$ cat src/rtl/booth_mul_seq_pkg.sv
// booth_mul_seq_pkg: shared FSM states, Booth op-codes and counter sizing for the Booth multiplier
package booth_mul_seq_pkg;

    typedef enum logic [1:0] {IDLE, RUN, DONE} booth_state_t;

    typedef enum logic [1:0] {OP_NOP, OP_ADD, OP_SUB} booth_op_t;

    // Counter must hold W1-1 = WIDTH.
    function automatic int cnt_w(input int width);
        return $clog2(width + 1);
    endfunction

endpackage

$ cat src/rtl/booth_mul_seq_if.sv
// booth_mul_seq_if: operand/product valid-ready bus of the Booth multiplier
//   in_valid/in_ready/in_signed/in_mcand/in_mplier : operand handshake (master -> slave)
//   out_valid/out_ready/out_prod                   : product handshake (slave -> master)
interface booth_mul_seq_if #(parameter int WIDTH = 16);

    logic                   in_valid;
    logic                   in_ready;
    logic                   in_signed;
    logic [WIDTH-1:0]       in_mcand;
    logic [WIDTH-1:0]       in_mplier;
    logic                   out_valid;
    logic                   out_ready;
    logic [2*WIDTH-1:0]     out_prod;

    modport master (
        output in_valid, in_signed, in_mcand, in_mplier, out_ready,
        input  in_ready, out_valid, out_prod
    );

    modport slave (
        input  in_valid, in_signed, in_mcand, in_mplier, out_ready,
        output in_ready, out_valid, out_prod
    );

endinterface

$ cat src/rtl/booth_mul_seq_step.sv
// booth_step: one combinational radix-2 Booth iteration (add/sub then arithmetic right shift)
//   a_i, q_i, q_m1_i, m_i : current accumulator, multiplier, Booth bit, multiplicand
//   a_o, q_o, q_m1_o      : next {A,Q,q_m1}
module booth_step
    import booth_mul_seq_pkg::*;
#(
    parameter int W1 = 17
) (
    input  logic [W1-1:0] a_i,
    input  logic [W1-1:0] q_i,
    input  logic          q_m1_i,
    input  logic [W1-1:0] m_i,
    output logic [W1-1:0] a_o,
    output logic [W1-1:0] q_o,
    output logic          q_m1_o
);

    booth_op_t     op;
    logic [W1-1:0] sum;

    always_comb begin
        op  = {q_i[0], q_m1_i} == 2'b01 ? OP_ADD :
              {q_i[0], q_m1_i} == 2'b10 ? OP_SUB : OP_NOP;
        sum = op == OP_ADD ? a_i + m_i :
              op == OP_SUB ? a_i - m_i : a_i;
        // Shift {sum,Q,q_m1} right by one, replicating the sign bit of sum.
        {a_o, q_o, q_m1_o} = {sum[W1-1], sum, q_i};
    end

endmodule

$ cat src/rtl/booth_mul_seq.sv
// booth_mul_seq: sequential radix-2 Booth multiplier, signed/unsigned per transaction
//   clk, rst : clock, asynchronous active-high reset
//   bus      : operand and product valid/ready handshakes (booth_mul_seq_if.slave)
module booth_mul_seq
    import booth_mul_seq_pkg::*;
#(
    parameter int WIDTH = 16
) (
    input  logic            clk,
    input  logic            rst,
    booth_mul_seq_if.slave  bus
);

    localparam int W1 = WIDTH + 1;
    localparam int CW = cnt_w(WIDTH);

    booth_state_t       state_q, state_d;
    logic [W1-1:0]      a_q, a_d, q_q, q_d, m_q, m_d, a_n, q_n;
    logic               qm1_q, qm1_d, qm1_n;
    logic [CW-1:0]      cnt_q, cnt_d;
    logic [2*WIDTH-1:0] prod_q, prod_d;

    booth_step #(.W1(W1)) u_step (
        .a_i    (a_q),
        .q_i    (q_q),
        .q_m1_i (qm1_q),
        .m_i    (m_q),
        .a_o    (a_n),
        .q_o    (q_n),
        .q_m1_o (qm1_n)
    );

    always_comb begin
        state_d = state_q;
        a_d     = a_q;
        q_d     = q_q;
        qm1_d   = qm1_q;
        m_d     = m_q;
        cnt_d   = cnt_q;
        prod_d  = prod_q;
        case (state_q)
            IDLE: if (bus.in_valid) begin
                state_d = RUN;
                // One extra bit lets unsigned operands ride the signed datapath.
                m_d     = {bus.in_signed & bus.in_mcand[WIDTH-1], bus.in_mcand};
                q_d     = {bus.in_signed & bus.in_mplier[WIDTH-1], bus.in_mplier};
                a_d     = '0;
                qm1_d   = 1'b0;
                cnt_d   = CW'(W1 - 1);
            end
            RUN: begin
                a_d   = a_n;
                q_d   = q_n;
                qm1_d = qm1_n;
                if (cnt_q == '0) begin
                    state_d = DONE;
                    prod_d  = {a_n[WIDTH-2:0], q_n};
                end else begin
                    cnt_d = cnt_q - 1'b1;
                end
            end
            DONE: if (bus.out_ready) state_d = IDLE;
            default: state_d = IDLE;
        endcase
    end

    always_ff @(posedge clk or posedge rst) begin
        if (rst) begin
            state_q <= IDLE;
            a_q     <= '0;
            q_q     <= '0;
            qm1_q   <= 1'b0;
            m_q     <= '0;
            cnt_q   <= '0;
            prod_q  <= '0;
        end else begin
            state_q <= state_d;
            a_q     <= a_d;
            q_q     <= q_d;
            qm1_q   <= qm1_d;
            m_q     <= m_d;
            cnt_q   <= cnt_d;
            prod_q  <= prod_d;
        end
    end

    assign bus.in_ready  = state_q == IDLE;
    assign bus.out_valid = state_q == DONE;
    assign bus.out_prod  = prod_q;

endmodule

$ cat src/flat_wrapper.sv
// flat-port wrapper written by rule: the top's interface ports become plain ports
module booth_mul_seq_flat import booth_mul_seq_pkg::*;
#(
    parameter int WIDTH = 16
)
  (clk, rst, bus_in_valid, bus_in_signed, bus_in_mcand, bus_in_mplier, bus_out_ready, bus_in_ready, bus_out_valid, bus_out_prod);
  booth_mul_seq_if #(.WIDTH(WIDTH)) bus_i ();
  input  logic clk;
  input  logic rst;
  input wire logic [$bits(bus_i.in_valid)-1:0] bus_in_valid;
  input wire logic [$bits(bus_i.in_signed)-1:0] bus_in_signed;
  input wire logic [$bits(bus_i.in_mcand)-1:0] bus_in_mcand;
  input wire logic [$bits(bus_i.in_mplier)-1:0] bus_in_mplier;
  input wire logic [$bits(bus_i.out_ready)-1:0] bus_out_ready;
  output wire logic [$bits(bus_i.in_ready)-1:0] bus_in_ready;
  output wire logic [$bits(bus_i.out_valid)-1:0] bus_out_valid;
  output wire logic [$bits(bus_i.out_prod)-1:0] bus_out_prod;
  assign bus_i.in_valid = bus_in_valid;
  assign bus_i.in_signed = bus_in_signed;
  assign bus_i.in_mcand = bus_in_mcand;
  assign bus_i.in_mplier = bus_in_mplier;
  assign bus_i.out_ready = bus_out_ready;
  assign bus_in_ready = bus_i.in_ready;
  assign bus_out_valid = bus_i.out_valid;
  assign bus_out_prod = bus_i.out_prod;
  booth_mul_seq #(.WIDTH(WIDTH)) u_core (.clk(clk), .rst(rst), .bus(bus_i));
endmodule
$ cat config.mk
export PLATFORM = sky130hd
export DESIGN_NAME = booth_mul_seq_flat
export DESIGN_NICKNAME = d
export VERILOG_FILES = /design/src/rtl/booth_mul_seq_pkg.sv /design/src/rtl/booth_mul_seq_if.sv /design/src/rtl/booth_mul_seq_step.sv /design/src/rtl/booth_mul_seq.sv /design/src/flat_wrapper.sv
export SDC_FILE = /design/constraint.sdc
export NUM_CORES = 1
export LEC_CHECK = 0
export BUFFER_PORTS_ARGS = -buffer_cell sky130_fd_sc_hd__buf_2
export CAP_MARGIN = 10
export CORE_MARGIN = 3
export CORE_UTILIZATION = 53
export DETAILED_ROUTE_END_ITERATION = 12
export GPL_ROUTABILITY_DRIVEN = 0
export GPL_TIMING_DRIVEN = 1
export PLACE_DENSITY = 0.74
export SLEW_MARGIN = 20
export SYNTH_ARGS = -nofsm -noshare
export SYNTH_HDL_FRONTEND = slang
export SYNTH_HIERARCHICAL = 1
export SYNTH_SLANG_ARGS = --single-unit
$ cat constraint.sdc
create_clock -name clk -period 2.9 [get_ports clk]
set_input_delay 0.58 -clock clk [delete_from_list [all_inputs] [get_ports clk]]
set_output_delay 0.58 -clock clk [all_outputs]
set_load 0.02 [all_outputs]
Word level (Yosys, flattened, before mapping)
Index checks and enable logic that the tools add are counted.

cells by class
  reductions and logical operators = 8
  $add $sub $neg = 3
  muxes and demuxes = 17
  eq/ne operators = 10
  bitwise operators = 2

operators by type and width
  kind                   number
  $mux W17               4
  $pmux W17 S2           2
  $add A17 B17 Y17       1
  $sub A17 B17 Y17       1
  $mux W2                5
  $mux W5                2
  $pmux W5 S2            1
  $eq A2 B1 Y1 const B   3
  $eq A2 B2 Y1 const B   3
  $ne A2 B2 Y1 const B   3
  $pmux W2 S3            1
  $reduce_and A2 Y1      3
  $reduce_and A3 Y1      2
  $logic_not A5 Y1       1
  $sub A5 B1 Y5 const B  1
  $and A1 B1 Y1          2
  $logic_not A2 Y1       1
  $ne A2 B1 Y1 const B   1
  $pmux W1 S2            1
  $reduce_bool A2 Y1     1
  $mux W1                1

word-level totals
  logic and storage cells = 47
  register bits = 91
  input bits = 37

Logic depth before layout (Yosys ltp)
  word-level depth = 7
  mapped depth = 12
  mapped depth without buffers = 11

Hierarchy
The synthesis kept the hierarchy.

by module, submodules not included
  module         area each (µm²)  sequential area each (µm²)  instances  cells an instance
  booth_mul_seq  3748.6           2277.2                      1          293
  booth_step     2133.3           0.0                         1          308

Worst setup path after synthesis
No wires, ideal clock.

  path type = reg-to-reg
  start = reg u_core.a_q[0]
  end = reg u_core.a_q[16]
  buffers on the path = 1
  cell stages (with the launch flop) = 12
  arrival time = 2616 ps
  path slack = 163 ps
  cells stage by stage = dfrtp_1 > ha_1 > fa_1 > and2b_1 > o21a_1 > o31ai_2 > and4bb_2 > nor3_1 > nor4b_1 > nand4_1 > buf_4 > a22o_1

between the ends
  longest elaborated chain between the ends = 4
  elaborated cells on any way between the ends = 5
  classes of those cells = 2 x add/sub; 3 x mux

ends and longest elaborated chain
  item                    line                      source
  from (decl)             booth_mul_seq.sv:18       logic [W1-1:0] a_q, a_d, q_q, q_d, m_q, m_d, a_n, q_n;
  from (signal assigned)  booth_mul_seq.sv:70       a_q <= '0;
  from (signal assigned)  booth_mul_seq.sv:78       a_q <= a_d;
  $sub A17 B17 Y17        booth_mul_seq_step.sv:25  op == OP_SUB ? a_i - m_i : a_i;
  $mux W17                booth_mul_seq_step.sv:25
  $mux W17 (*)            booth_mul_seq_step.sv:24  sum = op == OP_ADD ? a_i + m_i :
  net u_core.a_n[15]      booth_mul_seq.sv:18
  $pmux W17 S2 (*)        booth_mul_seq.sv:41       case (state_q)

Mark *: on every way through the listed nets, which the timed path passes. The rest lies on a longest branch.
A chain may end at the register's enable or synchronous reset.

Worst setup path in the final report
  start = reg u_core.a_q[5]
  end = reg u_core.prod_q[31], in the netlist u_core/bus.out_prod[31]

between the ends
  longest elaborated chain between the ends = 3
  elaborated cells on any way between the ends = 4
  classes of those cells = 2 x add/sub; 2 x mux

ends and longest elaborated chain
  item                  line                      source
  $sub A17 B17 Y17      booth_mul_seq_step.sv:25
  $mux W17              booth_mul_seq_step.sv:25
  $mux W17 (*)          booth_mul_seq_step.sv:24
  net u_core.a_n[14]    booth_mul_seq.sv:18
  to (signal assigned)  booth_mul_seq.sv:83       prod_q <= prod_d;
  to (decl)             booth_mul_seq.sv:21       logic [2*WIDTH-1:0] prod_q, prod_d;

Marks and branches as above.

==> metrics.csv <==
metric,value,unit
dp_hpwl,9.63,mm
yosysMostFrequentCell,dfrtp_1,
hold_viol_final,0,
hp-class,input pin to async pin,
clock_skew,0.0130,ns
antenna_found_initial,0,
cp_max_fo,6,
drt_first_pass_iters,5,
grt_usage,22.2,%
post_dp_cell_area,6250,µm²
multi_input_area,3200,µm²
die_w,111,µm
drtIter0Drc,355,
grt_pass1_vias,4766,
seq_area,2280,µm²
synth_top_flop_cell,dfrtp_1,
clockBufferDepth,2,
instances_no_fill,795,
crit_chain,"ha_1, or3b_4, a31oi_4, a211oi_2, a21oi_2, a311oi_2, a221o_2, o31ai_2, mux2_4",
diodes,0,
worst_pin_slew,0.735,ns
grt_max_degree,60,
cts_buffers,9,
ant_nets,0,
r2r_cells,9,
startpoint,u_core/a_q[5],
fin_crit_sh,95.9,%
cp_slowest_stage_delay,0.44,ns
status,"finished, final reports clean",
path_clk_slew,0.10,ns
row_count,37,
area_delta_synth_final,11.1,%
syn-num-nets,673,
initial_utilization,55.7,%
grt_overflow,0,
r2r_setup_slack,0.12,ns
synth_edf_count,0,
path_class,flop to flop,
drive_gt1_share,28.2,%
synth_cells,601,
cp_data_required_time,3.21,ns
critPathCapture,u_core/bus.out_prod[31],
ioPinCount,71,
post_drt_wl_per_cell,17.4,µm
placed_cells,777,
fmax,360,MHz
synth_top_area_share,38.7,%
rr_endpoint,u_core/bus.out_prod[31],
period_needed,2.78,ns
endpoint_kind,flop,
rr_startpoint,u_core/a_q[5],
coreArea,10600,µm²
via_per_inst,5.91,
fin_area,6540,µm²
cap_violations,0,
ys_warn_count,6,
synth_top_cell_by_area,dfrtp_1,
ctsHtreeMaxLevel,3,
n_fill_cell,890,
synth-async-reset-ratio,100,%
critPathSlowestCell,or3b_4,
vias,4700,
crit_arrival,3.10,ns
drv_slew,0,
dieArea,12400,µm²
cts_tree,built,
synth_area,5880,µm²
portBuffers,70,
insertion_delay,0.37,ns
syn_area_per_cell,9.79,µm²
grt_pass1_wl,22.9,mm
crit_path_start_kind,flop,
wl,13.8,mm
finish.net_count,726,
setup_viol,0,
max_slew_margin,50.9,%
synth.area.top_cells,"dfrtp_1 39%, mux2_4 7.4%, ha_1 7.0%",
drcViolationCount,0,
clock-root-buffer,clkbuf_8,
ys_seq_area_share,38.7,%
ys_types,76,
die_height,111,µm
cts_sinks,91,
synth_common_cells,"91 x dfrtp_1, 85 x nand2_1, 34 x inv_1",
ys_ff_latch,91,
[worst min path at each step]
stage / endpoint / depth (start not counted) / from
finish: u_core/bus.out_prod[25] / 2 / rst
global route: u_core/bus.out_prod[25] / 2 / rst
CTS: u_core/bus.out_prod[25] / 2 / rst
detailed placement: u_core/bus.out_prod[4] / 1 / u_core/bus.out_prod[4]
global placement: u_core/cnt_q[0] / 1 / u_core/cnt_q[0]
floorplan: u_core/q_q[10] / 2 / u_core/q_q[10]
[critical path, delay by kind of cell, from the launching register on]
family	cells	cell delay [ns]
compound gates	6	1.30
fa+ha+maj	1	0.38
flops	1	0.42
mux	1	0.19
simple gates	1	0.44
[cells by family after synthesis]
family | share of synthesized area [%]
fa+ha+maj | 7.70
simple gates | 14.4
xor+xnor | 0.149
compound gates | 19.7
buf+inv | 8.27
mux | 11.0
flops | 38.7
[area by class of cell]
type | instances | share of cell area (%)
multi-input cells | 424 | 48.9
well taps | 136 | 2.60
flip-flops and latches | 91 | 34.9
clock inverters | 7 | 1.23
clock buffers | 9 | 1.90
repair buffers | 93 | 8.39
inverters | 35 | 2.07
[registers in the layout, indices dropped and copies added, names as in the netlist]
signal,cells
u_core/bus.out_prod,32
u_core/a_q,17
u_core/m_q,17
u_core/q_q,17
u_core/cnt_q,5
u_core/state_q,2
u_core/qm1_q,1
[placed cells by master (no fill, tap or decap), types with 22 or more instances in the layout]
| cell type | instances |
|---|---|
| inv_1 | 32 |
| nor2_1 | 26 |
| dfrtp_1 | 89 |
| o21ai_0 | 27 |
| a21oi_1 | 30 |
| buf_2 | 70 |
| o22ai_1 | 22 |
| nand2_1 | 85 |
| mux2_4 | 29 |
| ha_1 | 31 |
[through the flow]
step                util [%]  setup TNS (ns)  setup slack, ns  hold WS (ns)
detailed placement      59.2               0           0.0165         0.488
global route            61.9         -0.0273          -0.0161         0.368
CTS                     61.2               0           0.0113         0.339
global placement        59.2               0           0.0952         0.487
floorplan                  -               0            0.163         0.451
finish                  61.9               0            0.119         0.325
[per-layer routing]
metal	vias to the layer above	track usage, %	part of all wire [%]
li1	2235	-	-
met1	2278	30.0	44
met2	169	35.7	47
met3	18	4.84	7.1
met4	0	7.54	1.6
met5	-	0	0
[what timing repair did]
| item | in CTS | in global routing |
|---|---|---|
| buffers inserted | 0 | 2 |
| hold endpoints to repair | 0 | 0 |
| hold buffers | 0 | 0 |
| setup endpoints to repair | 0 | 12 |
| resized for setup | 0 | 17 |
Power is not shown: default switching activity piles up to over one toggle a cycle in this logic, so the estimate is an artifact.
